### config.mk
export PLATFORM = sky130hd
export DESIGN_NAME = act_readout_engine_flat
export DESIGN_NICKNAME = d
export VERILOG_FILES = /design/src/rtl/act_readout_if.sv /design/src/rtl/act_readout_engine.sv /design/src/flat_wrapper.sv
export SDC_FILE = /design/constraint.sdc
export NUM_CORES = 1
export LEC_CHECK = 0
export CELL_PAD_IN_SITES_DETAIL_PLACEMENT = 0
export CELL_PAD_IN_SITES_GLOBAL_PLACEMENT = 1
export CORE_MARGIN = 5
export CORE_UTILIZATION = 52
export CTS_BUF_LIST = sky130_fd_sc_hd__clkbuf_8
export DETAILED_ROUTE_END_ITERATION = 7
export PLACE_DENSITY = 0.86
export SLEW_MARGIN = 20
export SYNTH_ARGS = -nofsm -noshare
export SYNTH_HDL_FRONTEND = slang
export SYNTH_SLANG_ARGS = --single-unit
### constraint.sdc
create_clock -name clk -period 6.4 [get_ports clk]
set_clock_uncertainty 0.05 [all_clocks]
set_input_delay 1.28 -clock clk [delete_from_list [all_inputs] [get_ports clk]]
set_output_delay 1.28 -clock clk [all_outputs]
set_load 0.01 [all_outputs]
### src/rtl/act_readout_if.sv
// Read-port and output-stream bundle between the activation read-out
// engine (master) and the accelerator / host side (slave).
interface act_readout_if #(
    parameter int ADDR_W  = 16,
    parameter int RDATA_W = 32
);
    logic               read_en;
    logic               read_rdy;
    logic [ADDR_W-1:0]  read_addr;
    logic               read_data_rdy;
    logic               read_data_vld;
    logic [RDATA_W-1:0] read_data;
    logic               out_vld;
    logic               out_rdy;
    logic [RDATA_W-1:0] out_data;

    modport master (
        output read_en, read_addr, read_data_rdy, out_vld, out_data,
        input  read_rdy, read_data_vld, read_data, out_rdy
    );

    modport slave (
        input  read_en, read_addr, read_data_rdy, out_vld, out_data,
        output read_rdy, read_data_vld, read_data, out_rdy
    );
endinterface

### src/rtl/act_readout_engine.sv
// Hardware sweep of the accelerator activation memory: address generation,
// credit-limited read requests, index checking and a FWFT output buffer.
module act_readout_engine #(
    parameter int NUM_PE     = 64,
    parameter int PE_W       = 6,
    parameter int ACT_W      = 6,
    parameter int PE_LSB     = 10,
    parameter int ADDR_W     = 16,
    parameter int RDATA_W    = 32,
    parameter int NO_W       = 12,
    parameter int IDX_LSB    = 16,
    parameter int FIFO_DEPTH = 8
) (
    input  logic            clk,
    input  logic            rst_n,
    input  logic            start,
    input  logic [NO_W-1:0] act_no,
    input  logic            mode,
    output logic            busy,
    output logic            done,
    output logic            err,
    act_readout_if.master   bus
);
    localparam int AW = $clog2(FIFO_DEPTH);
    localparam int CW = AW + 1;
    localparam logic [PE_W-1:0] PE_LAST = PE_W'(NUM_PE - 1);
    localparam logic [CW-1:0]   FULL_C  = CW'(FIFO_DEPTH);
    localparam logic [CW:0]     DEPTH_C = (CW + 1)'(FIFO_DEPTH);

    typedef enum logic [1:0] {IDLE, ISSUE, DRAIN, DONE} state_t;

    state_t             state_q, state_d;
    logic               mode_q;
    logic [NO_W-1:0]    act_no_q, issued_q;
    logic [PE_W-1:0]    pe_q, rpe_q;
    logic [ACT_W-1:0]   act_q, ract_q;
    logic [CW-1:0]      in_flight_q, in_flight_d;
    logic [CW-1:0]      fifo_cnt_q, fifo_cnt_d;
    logic [AW-1:0]      wptr_q, rptr_q;
    logic [RDATA_W-1:0] mem_q [FIFO_DEPTH];
    logic               req_fire, rsp_fire, pop, go, present, idx_bad;
    logic [CW:0]        credit;
    logic [NO_W-1:0]    exp_idx;
    logic [ADDR_W-1:0]  addr_d;

    function automatic logic [PE_W+ACT_W-1:0] step(
        input logic             m,
        input logic [PE_W-1:0]  p,
        input logic [ACT_W-1:0] a
    );
        logic [PE_W-1:0]  pn;
        logic [ACT_W-1:0] an;
        pn = p;
        an = a;
        if (!m) begin
            if (p == PE_LAST) begin
                pn = '0;
                an = a + 1'b1;
            end else begin
                pn = p + 1'b1;
            end
        end else begin
            if (a == '1) begin
                an = '0;
                pn = (p == PE_LAST) ? '0 : p + 1'b1;
            end else begin
                an = a + 1'b1;
            end
        end
        return {pn, an};
    endfunction

    assign req_fire = bus.read_en && bus.read_rdy;
    assign rsp_fire = bus.read_data_vld && bus.read_data_rdy;
    assign pop      = bus.out_vld && bus.out_rdy;
    assign go       = start && (state_q == IDLE);

    // A response moves a credit from in-flight to the FIFO, so only the
    // pop changes the combined occupancy seen by the next request.
    assign credit  = {1'b0, in_flight_q} + {1'b0, fifo_cnt_q}
                   - {{CW{1'b0}}, pop};
    assign present = (state_q == ISSUE) && (!bus.read_en || bus.read_rdy)
                   && (issued_q != act_no_q) && (credit < DEPTH_C);

    assign in_flight_d = in_flight_q + CW'(present) - CW'(rsp_fire);
    assign fifo_cnt_d  = fifo_cnt_q + CW'(rsp_fire) - CW'(pop);

    assign exp_idx = NO_W'(int'(ract_q) * NUM_PE + int'(rpe_q));
    assign idx_bad = bus.read_data[IDX_LSB +: NO_W] != exp_idx;

    always_comb begin
        addr_d = '0;
        addr_d[PE_LSB +: PE_W] = pe_q;
        addr_d[ACT_W-1:0]      = act_q;
    end

    assign busy              = (state_q == ISSUE) || (state_q == DRAIN);
    assign done              = (state_q == DONE);
    assign bus.read_data_rdy = busy && (fifo_cnt_q != FULL_C);
    assign bus.out_vld       = (fifo_cnt_q != '0);
    assign bus.out_data      = bus.out_vld ? mem_q[rptr_q] : '0;

    always_comb begin
        state_d = state_q;
        unique case (state_q)
            IDLE:  if (start) state_d = (act_no == '0) ? DONE : ISSUE;
            ISSUE: if (issued_q == act_no_q && !bus.read_en) state_d = DRAIN;
            DRAIN: if (in_flight_d == '0 && fifo_cnt_d == '0) state_d = DONE;
            DONE:  state_d = IDLE;
            default: state_d = IDLE;
        endcase
    end

    always_ff @(posedge clk or negedge rst_n) begin
        if (!rst_n) state_q <= IDLE;
        else        state_q <= state_d;
    end

    always_ff @(posedge clk or negedge rst_n) begin
        if (!rst_n) begin
            bus.read_en   <= 1'b0;
            bus.read_addr <= '0;
            pe_q          <= '0;
            act_q         <= '0;
            issued_q      <= '0;
            mode_q        <= 1'b0;
            act_no_q      <= '0;
        end else if (go) begin
            pe_q     <= '0;
            act_q    <= '0;
            issued_q <= '0;
            mode_q   <= mode;
            act_no_q <= act_no;
        end else if (present) begin
            bus.read_en     <= 1'b1;
            bus.read_addr   <= addr_d;
            {pe_q, act_q}   <= step(mode_q, pe_q, act_q);
            issued_q        <= issued_q + 1'b1;
        end else if (req_fire) begin
            bus.read_en <= 1'b0;
        end
    end

    always_ff @(posedge clk or negedge rst_n) begin
        if (!rst_n) begin
            in_flight_q <= '0;
            rpe_q       <= '0;
            ract_q      <= '0;
            err         <= 1'b0;
        end else begin
            in_flight_q <= in_flight_d;
            if (go) begin
                rpe_q  <= '0;
                ract_q <= '0;
                err    <= 1'b0;
            end else if (rsp_fire) begin
                {rpe_q, ract_q} <= step(mode_q, rpe_q, ract_q);
                if (idx_bad) err <= 1'b1;
            end
        end
    end

    always_ff @(posedge clk or negedge rst_n) begin
        if (!rst_n) begin
            fifo_cnt_q <= '0;
            wptr_q     <= '0;
            rptr_q     <= '0;
        end else begin
            fifo_cnt_q <= fifo_cnt_d;
            if (rsp_fire) wptr_q <= wptr_q + 1'b1;
            if (pop)      rptr_q <= rptr_q + 1'b1;
        end
    end

    always_ff @(posedge clk) begin
        if (rsp_fire) mem_q[wptr_q] <= bus.read_data;
    end
endmodule

### src/flat_wrapper.sv
// flat-port wrapper written by rule: the top's interface ports become plain ports
module act_readout_engine_flat 
#(
    parameter int NUM_PE     = 64,
    parameter int PE_W       = 6,
    parameter int ACT_W      = 6,
    parameter int PE_LSB     = 10,
    parameter int ADDR_W     = 16,
    parameter int RDATA_W    = 32,
    parameter int NO_W       = 12,
    parameter int IDX_LSB    = 16,
    parameter int FIFO_DEPTH = 8
)
  (clk, rst_n, start, act_no, mode, busy, done, err, bus_read_en, bus_read_addr, bus_read_data_rdy, bus_out_vld, bus_out_data, bus_read_rdy, bus_read_data_vld, bus_read_data, bus_out_rdy);
  act_readout_if #(.ADDR_W(ADDR_W), .RDATA_W(RDATA_W)) bus_i ();
  input  logic clk;
  input  logic rst_n;
  input  logic start;
  input  logic [NO_W-1:0] act_no;
  input  logic mode;
  output logic busy;
  output logic done;
  output logic err;
  output wire logic [$bits(bus_i.read_en)-1:0] bus_read_en;
  output wire logic [$bits(bus_i.read_addr)-1:0] bus_read_addr;
  output wire logic [$bits(bus_i.read_data_rdy)-1:0] bus_read_data_rdy;
  output wire logic [$bits(bus_i.out_vld)-1:0] bus_out_vld;
  output wire logic [$bits(bus_i.out_data)-1:0] bus_out_data;
  input wire logic [$bits(bus_i.read_rdy)-1:0] bus_read_rdy;
  input wire logic [$bits(bus_i.read_data_vld)-1:0] bus_read_data_vld;
  input wire logic [$bits(bus_i.read_data)-1:0] bus_read_data;
  input wire logic [$bits(bus_i.out_rdy)-1:0] bus_out_rdy;
  assign bus_read_en = bus_i.read_en;
  assign bus_read_addr = bus_i.read_addr;
  assign bus_read_data_rdy = bus_i.read_data_rdy;
  assign bus_out_vld = bus_i.out_vld;
  assign bus_out_data = bus_i.out_data;
  assign bus_i.read_rdy = bus_read_rdy;
  assign bus_i.read_data_vld = bus_read_data_vld;
  assign bus_i.read_data = bus_read_data;
  assign bus_i.out_rdy = bus_out_rdy;
  act_readout_engine #(.NUM_PE(NUM_PE), .PE_W(PE_W), .ACT_W(ACT_W), .PE_LSB(PE_LSB), .ADDR_W(ADDR_W), .RDATA_W(RDATA_W), .NO_W(NO_W), .IDX_LSB(IDX_LSB), .FIFO_DEPTH(FIFO_DEPTH)) u_core (.clk(clk), .rst_n(rst_n), .start(start), .act_no(act_no), .mode(mode), .busy(busy), .done(done), .err(err), .bus(bus_i));
endmodule
==> results of run 1 <==
-- worst min-delay path: stages (launching register included) --
cell	delay, ns
dfrtp_1	0.36
nand2_1	0.06
nand2_1	0.05
-- power by group --
| part | internal (uW) | switching, uW |
|---|---|---|
| clock network | 837 | 793 |
| registers | 2690 | 292 |
| logic | 1320 | 1330 |
| total | 4840 | 2410 |
-- flip-flops by register name, indices dropped and copies added (netlist names), 2 cells and up --
name                  flops
u_core.mem_q            256
u_core.act_no_q          12
u_core.bus.read_addr     12
u_core.issued_q          12
u_core.act_q              6
u_core.pe_q               6
u_core.ract_q             6
u_core.rpe_q              6
u_core.fifo_cnt_q         4
u_core.in_flight_q        4
u_core.rptr_q             3
u_core.wptr_q             3
u_core.state_q            2
-- cell families (layout without fill, tap and decap cells) --
family,count (synthesis),in the layout,share of synthesized area
AO/OA/AOI/OAI,72,72,0.0321
XOR/XNOR,40,40,0.0259
adder cells (fa/ha/maj),29,29,0.0268
buffers and inverters,67,238,0.0197
flip-flops,335,335,0.685
multiplexers,113,113,0.138
other,1,4,0.000266
AND/OR/NAND/NOR,215,215,0.0726
-- layout make-up --
cell class              count  area, um2
multi-input cells         473       4230
flip-flops and latches    335       9670
repair buffers            116       1120
clock inverters            38        198
inverters                  29        109
well taps                 341        427
clock buffers              55        757
fillers                  1950      10400
-- metal layers --
layer	vias up	part of all wire	wire length (um)	global-route usage
met5	-	0	0	0
met4	0	0.017	477	0.0488
met3	41	0.050	1420	0.0350
met2	204	0.50	14200	0.317
met1	3970	0.43	12200	0.257
li1	3597	-	-	-
-- cells in the mapped netlist (2+ instances only) --
cell type  count  area, um2
buf_2          9       45.0
dfrtp_1       79       1980
nand2b_1       6       37.5
o31ai_1        7       52.6
or3b_1         2       17.5
nand4_1       10       62.6
and3_1         8       50.1
xnor2_1        9       78.8
nand3_1       21        105
nand2_1       73        274
fa_1           2       40.0
xor2_2         2       32.5
mux2i_1       36        360
or4_1          9       67.6
nor3_1         5       25.0
o21ai_0       28        140
ha_1          27        338
or2_2          4       25.0
nor2_1        51        191
clkbuf_1      21       78.8
a21oi_1       22        110
xor2_1        29        254
mux2_2        13        146
nor4_1        11       68.8
nor2b_1        2       12.5
or3_1          7       43.8
buf_4          4       30.0
edfxtp_1     256       7690
and2_1         4       25.0
mux4_2        64       1440
inv_1         29        109
buf_1          4       15.0
a21o_1         4       30.0
-- how the worst min path moves through the flow --
| stage | endpoint | slack [ns] | from |
|---|---|---|---|
| global route | u_core.err$_DFFE_PN0P_ | 0.48 | u_core.err$_DFFE_PN0P_ |
| global placement | u_core.act_no_q[5]$_DFFE_PN0P_ | 0.43 | u_core.act_no_q[5]$_DFFE_PN0P_ |
| CTS | u_core.act_no_q[6]$_DFFE_PN0P_ | 0.45 | u_core.act_no_q[6]$_DFFE_PN0P_ |
| detailed placement | u_core.act_no_q[6]$_DFFE_PN0P_ | 0.44 | u_core.act_no_q[6]$_DFFE_PN0P_ |
| floorplan | u_core.act_no_q[0]$_DFFE_PN0P_ | 0.42 | u_core.act_no_q[0]$_DFFE_PN0P_ |
| finish | u_core.act_no_q[1]$_DFFE_PN0P_ | 0.45 | u_core.act_no_q[1]$_DFFE_PN0P_ |
-- through the flow --
| stage | cell area, um2 | std cells |
|---|---|---|
| after global placement | 15600 | 1294 |
| after global routing | 16500 | 1387 |
| final | 16500 | 1387 |
| after floorplan | 14100 | 875 |
| after detailed placement | 15600 | 1294 |
| after CTS | 16500 | 1387 |
==> qor.json, run 1 <==
{
  "result_of_the_run": {"value": "complete, no violations"},
  "hpwlAfterDp": {"value": 17400, "unit": "um"},
  "die_width": {"value": 175, "unit": "um"},
  "synthesis.area_per_instance": {"value": 16.2, "unit": "um2"},
  "first_global_vias": {"value": 8246},
  "min_period": {"value": 4.85, "unit": "ns"},
  "timing.hold.worst_path_depth": {"value": 2},
  "post_synthesis_sequential_area_ratio": {"value": 0.685},
  "commonest_non_fill_non_tap_cells_in_the_layout": {"value": "edfxtp_1, clkdlybuf4s50_1, dfrtp_1"},
  "synth.lib_cells_used.distinct": {"value": 47},
  "path_cells": {"value": "clkdlybuf4s50_1 -> nand3_1 -> ha_1 -> and4_1 -> a221oi_4 -> xor2_2 -> nand3_2 -> inv_1 -> ha_1 -> fa_1 -> nor4_1 -> nand2_1 -> o31a_1 -> nor2_1 -> mux2i_1"},
  "drt.antenna.violating_nets": {"value": 0},
  "data_required_critical_path": {"value": 6.84, "unit": "ns"},
  "sum_of_negative_setup_slack": {"value": 0, "unit": "ns"},
  "criticalPathCategory": {"value": "primary input to flip-flop"},
  "worst_setup_path_end_kind": {"value": "flip-flop"},
  "final_critical_path_setup_slack": {"value": 1.55, "unit": "ns"},
  "globalRouteOverflowTotal": {"value": 0},
  "routed_wirelength": {"value": 28300, "unit": "um"},
  "achievable_clock_frequency": {"value": 0.206, "unit": "GHz"},
  "design.core.area": {"value": 0.0269, "unit": "mm2"},
  "initial_utilization": {"value": 0.525},
  "synth_async_reset_ratio": {"value": 0.236},
  "cpPeakStageDelay": {"value": 0.62, "unit": "ns"},
  "num-nets-final": {"value": 1086},
  "count_of_cell_instances_traversed_by_the_critical_path": {"value": 15},
  "number_of_buffers_and_inverters_on_the_critical_path": {"value": 2},
  "timing.critical_path.mode_cell": {"value": "ha_1"},
  "r2r-start": {"value": "u_core.fifo_cnt_q[1]$_DFF_PN0_"},
  "clock-sinks": {"value": 335},
  "worstSetupStartpoint": {"value": "bus_out_rdy"},
  "reg2reg_to": {"value": "u_core.state_q[1]$_DFFE_PN0P_"},
  "hold_violation_count_in_the_final_report": {"value": 0},
  "cts-hold-fix-buffers": {"value": 0},
  "cts_h_tree_depth": {"value": 2},
  "cts_repair_resized_insts": {"value": 0},
  "finalHoldWorstSlack": {"value": 0.448, "unit": "ns"},
  "hp-class": {"value": "flip-flop to flip-flop"},
  "die_height": {"value": 175, "unit": "um"},
  "power": {"value": 7250, "unit": "uW"},
  "routed_wire_per_std_cell": {"value": 20.4, "unit": "um"},
  "ff2ff_setup_slack": {"value": 1.58, "unit": "ns"},
  "initialDrtViolationCount": {"value": 557},
  "antenna_found_initial": {"value": 0},
  "areaGrowthSynthToFinish": {"value": 17.0, "unit": "%"},
  "detailedPlace.worstSlack": {"value": 0.944, "unit": "ns"},
  "power.ir.vdd_worst": {"value": 0.235, "unit": "mV"},
  "floorplan.die_area": {"value": 0.0305, "unit": "mm2"},
  "grt_max_degree": {"value": 45},
  "yosys_register_bits": {"value": 335},
  "postSynthCellCount": {"value": 872},
  "setup.worst_path.start_class": {"value": "primary input"},
  "critPathTopFamily": {"value": "simple AND/OR/NAND/NOR gates"},
  "crit_arrival": {"value": 5.29, "unit": "ns"},
  "final-max-slew-violation-count": {"value": 0},
  "post_route_cells_drive_above_1_share": {"value": 0.172},
  "yosys_warnings": {"value": 0},
  "cts_made_buffers": {"value": 51},
  "clock_tree.buffer_depth": {"value": 3},
  "first_pass_iters": {"value": 5},
  "synth_area": {"value": 0.0141, "unit": "mm2"},
  "crit_end": {"value": "u_core.state_q[1]$_DFFE_PN0P_"},
  "synth_edf_count": {"value": 256},
  "grtUsageTotal": {"value": 0.188},
  "vias": {"value": 7812},
  "setup_viol": {"value": 0},
  "postSynth.topFlopCell": {"value": "edfxtp_1"},
  "floorplan.io_pins": {"value": 105},
  "maxCapViolations": {"value": 0},
  "num_antenna_cells": {"value": 0},
  "cp_slowest_cell": {"value": "clkdlybuf4s50_1"},
  "root_buffer": {"value": "clkbuf_8"},
  "p_leak": {"value": 0.00615, "unit": "uW"},
  "post-cts-setup-buffers": {"value": 0},
  "first_pass_grt_wire_length": {"value": 45600, "unit": "um"},
  "tightest_slew": {"value": 0.860, "unit": "ns"},
  "post-route-util": {"value": 0.614},
  "timing.slew.headroom": {"value": 0.427},
  "clk_pin_slew_worst_paths": {"value": 0.06, "unit": "ns"},
  "buffer_ports.inserted": {"value": 100},
  "drc": {"value": 0},
  "gp_congestion": {"value": 0.781},
  "cp_max_fo": {"value": 25},
  "reg2regPathDepth": {"value": 18},
  "insertion_delay": {"value": 0.57, "unit": "ns"},
  "fp-row-count": {"value": 60},
  "grt_setup_unrepaired": {"value": "no"},
  "fin_crit_sh": {"value": 0.758},
  "cts_tree": {"value": "built"},
  "post_drt_via_cell_ratio": {"value": 5.63},
  "power.density_cell_area": {"value": 439, "unit": "mW/mm2"},
  "most_common_cell_after_layout_fill_and_taps_aside": {"value": "edfxtp_1"}
}
(Power assumes the default switching activity.)
==> inputs of run 2 (changes only) <==
clock period = 4.7 ns   (was 6.4 ns; I/O delays follow)
==> qor.json, run 2 (synthesis results as in run 1) <==
{
  "floorplan.die_area": {"value": 0.0305, "unit": "mm2"},
  "critPathTopFamily": {"value": "flip-flops"},
  "first_pass_iters": {"value": 4},
  "count_of_cell_instances_traversed_by_the_critical_path": {"value": 5},
  "insertion_delay": {"value": 0.57, "unit": "ns"},
  "drc": {"value": 0},
  "clock_share_of_power": {"value": 0.221},
  "p_comb_frac": {"value": 0.369},
  "fin_cells": {"value": 1396},
  "first_global_vias": {"value": 8202},
  "initial_utilization": {"value": 0.525},
  "gp_congestion": {"value": 0.760},
  "buffer_ports.inserted": {"value": 100},
  "cts-hold-fix-buffers": {"value": 0},
  "data_required_critical_path": {"value": 3.71, "unit": "ns"},
  "netSwitchingFraction": {"value": 0.333},
  "power_switching": {"value": 3290, "unit": "uW"},
  "num-nets-final": {"value": 1092},
  "achievable_clock_frequency": {"value": 0.242, "unit": "GHz"},
  "sequentialPowerShare": {"value": 0.410},
  "most_common_cell_after_layout_fill_and_taps_aside": {"value": "edfxtp_1"},
  "commonest_non_fill_non_tap_cells_in_the_layout": {"value": "edfxtp_1, clkdlybuf4s50_1, dfrtp_1"},
  "post_route_cells_drive_above_1_share": {"value": 0.173},
  "crit_arrival": {"value": 3.14, "unit": "ns"},
  "worst_setup_path_end_kind": {"value": "primary output"},
  "number_of_buffers_and_inverters_on_the_critical_path": {"value": 2},
  "die_width": {"value": 175, "unit": "um"},
  "tightest_slew": {"value": 0.825, "unit": "ns"},
  "hp-class": {"value": "primary input to asynchronous set/reset pin"},
  "power.internal": {"value": 6590, "unit": "uW"},
  "cts_tree": {"value": "built"},
  "post_drt_via_cell_ratio": {"value": 5.61},
  "cpPeakStageDelay": {"value": 0.85, "unit": "ns"},
  "vias": {"value": 7831},
  "drt.antenna.violating_nets": {"value": 0},
  "timing.slew.headroom": {"value": 0.447},
  "clock_tree.buffer_depth": {"value": 3},
  "result_of_the_run": {"value": "complete, no violations"},
  "criticalPathCategory": {"value": "flip-flop to primary output"},
  "power.ir.vdd_worst": {"value": 0.288, "unit": "mV"},
  "routed_wire_per_std_cell": {"value": 20.2, "unit": "um"},
  "initialDrtViolationCount": {"value": 580},
  "hold_violation_count_in_the_final_report": {"value": 0},
  "maxCapViolations": {"value": 0},
  "design.core.area": {"value": 0.0269, "unit": "mm2"},
  "fp-row-count": {"value": 60},
  "post-cts-setup-buffers": {"value": 0},
  "reg2regPathDepth": {"value": 18},
  "multi_input_comb_area": {"value": 0.00424, "unit": "mm2"},
  "setup_viol": {"value": 0},
  "cts_h_tree_depth": {"value": 2},
  "grtUsageTotal": {"value": 0.187},
  "fin_crit_sh": {"value": 0.878},
  "globalRouteOverflowTotal": {"value": 0},
  "cp_slowest_cell": {"value": "dfrtp_4"},
  "first_pass_grt_wire_length": {"value": 45300, "unit": "um"},
  "clk_pin_slew_worst_paths": {"value": 0.06, "unit": "ns"},
  "grt_max_degree": {"value": 54},
  "cp_max_fo": {"value": 35},
  "sum_of_negative_setup_slack": {"value": 0, "unit": "ns"},
  "num-fill-cells": {"value": 1970},
  "seq_area": {"value": 0.00967, "unit": "mm2"},
  "largest_register": {"value": "u_core.mem_q"},
  "root_buffer": {"value": "clkbuf_8"},
  "num_antenna_cells": {"value": 0},
  "routed_wirelength": {"value": 28200, "unit": "um"},
  "setup.worst_path.start_class": {"value": "flip-flop"},
  "path_cells": {"value": "buf_4 -> mux4_2 -> mux2i_1 -> nor2_1 -> clkdlybuf4s50_1"},
  "min_period": {"value": 4.13, "unit": "ns"},
  "areaGrowthSynthToFinish": {"value": 17.6, "unit": "%"},
  "hpwlAfterDp": {"value": 17500, "unit": "um"},
  "die_height": {"value": 175, "unit": "um"},
  "grt_setup_unrepaired": {"value": "no"},
  "cts_repair_resized_insts": {"value": 0},
  "cts_made_buffers": {"value": 51},
  "final-max-slew-violation-count": {"value": 0},
  "largest_reg_flops": {"value": 256},
  "antenna_found_initial": {"value": 0},
  "dpl.cell_count": {"value": 1300},
  "p_leak": {"value": 0.00620, "unit": "uW"},
  "floorplan.io_pins": {"value": 105},
  "clock-sinks": {"value": 335},
  "power.density_cell_area": {"value": 596, "unit": "mW/mm2"}
}
## run 2: metrics by stage
stage          setup WS, ns  utilization  area, um2  hold slack, ns  power, uW
5_1_grt               0.356        0.618      16600           0.383      10500
3_3_place_gp          0.295        0.583      15700           0.431       7730
2_1_floorplan         0.534            -      14100           0.416       6400
3_5_place_dp          0.252        0.583      15700           0.437       7820
4_1_cts               0.492        0.618      16600           0.336      10000
6_report              0.572        0.618      16600           0.338       9890
## run 2: layer usage
metal	global-route usage	share of wire
met1	0.254	0.43
met2	0.315	0.50
met3	0.0374	0.051
met4	0.0442	0.015
met5	0	0
## run 2: final timing paths
| path | from | endpoint | slack, ns |
|---|---|---|---|
| worst max-delay path | u_core.rptr_q[0]$_DFFE_PN0P_ | bus_out_data[13] | 0.57 |
| worst min-delay path | rst_n | u_core.act_no_q[3]$_DFFE_PN0P_ | 0.34 |
| worst max register to register | u_core.fifo_cnt_q[2]$_DFF_PN0_ | u_core.state_q[1]$_DFFE_PN0P_ | 0.81 |
| worst min register to register | u_core.act_no_q[1]$_DFFE_PN0P_ | u_core.act_no_q[1]$_DFFE_PN0P_ | 0.45 |
| max in group asynchronous | rst_n | u_core.bus.read_addr[14]$_DFFE_PN0P_ | 3.42 |
| min in group clk | u_core.act_no_q[1]$_DFFE_PN0P_ | u_core.act_no_q[1]$_DFFE_PN0P_ | 0.45 |
## run 2: final cells by class
cell class                 instances  area share
sequential                       335       0.583
multi-input combinational        473       0.256
timing repair buffer             122      0.0731
clock buffer                      52      0.0431
tap                              341      0.0257
clock inverter                    44      0.0133
inverter                          29     0.00656
## run 2: power groups by stage
stage | logic, uW | clock network [uW] | registers, uW
floorplan | 2510 | 0 | 3890
global placement | 3640 | 0 | 4100
detailed placement | 3700 | 0 | 4120
CTS | 3710 | 2250 | 4060
global route | 4000 | 2400 | 4110
finish | 3640 | 2190 | 4050
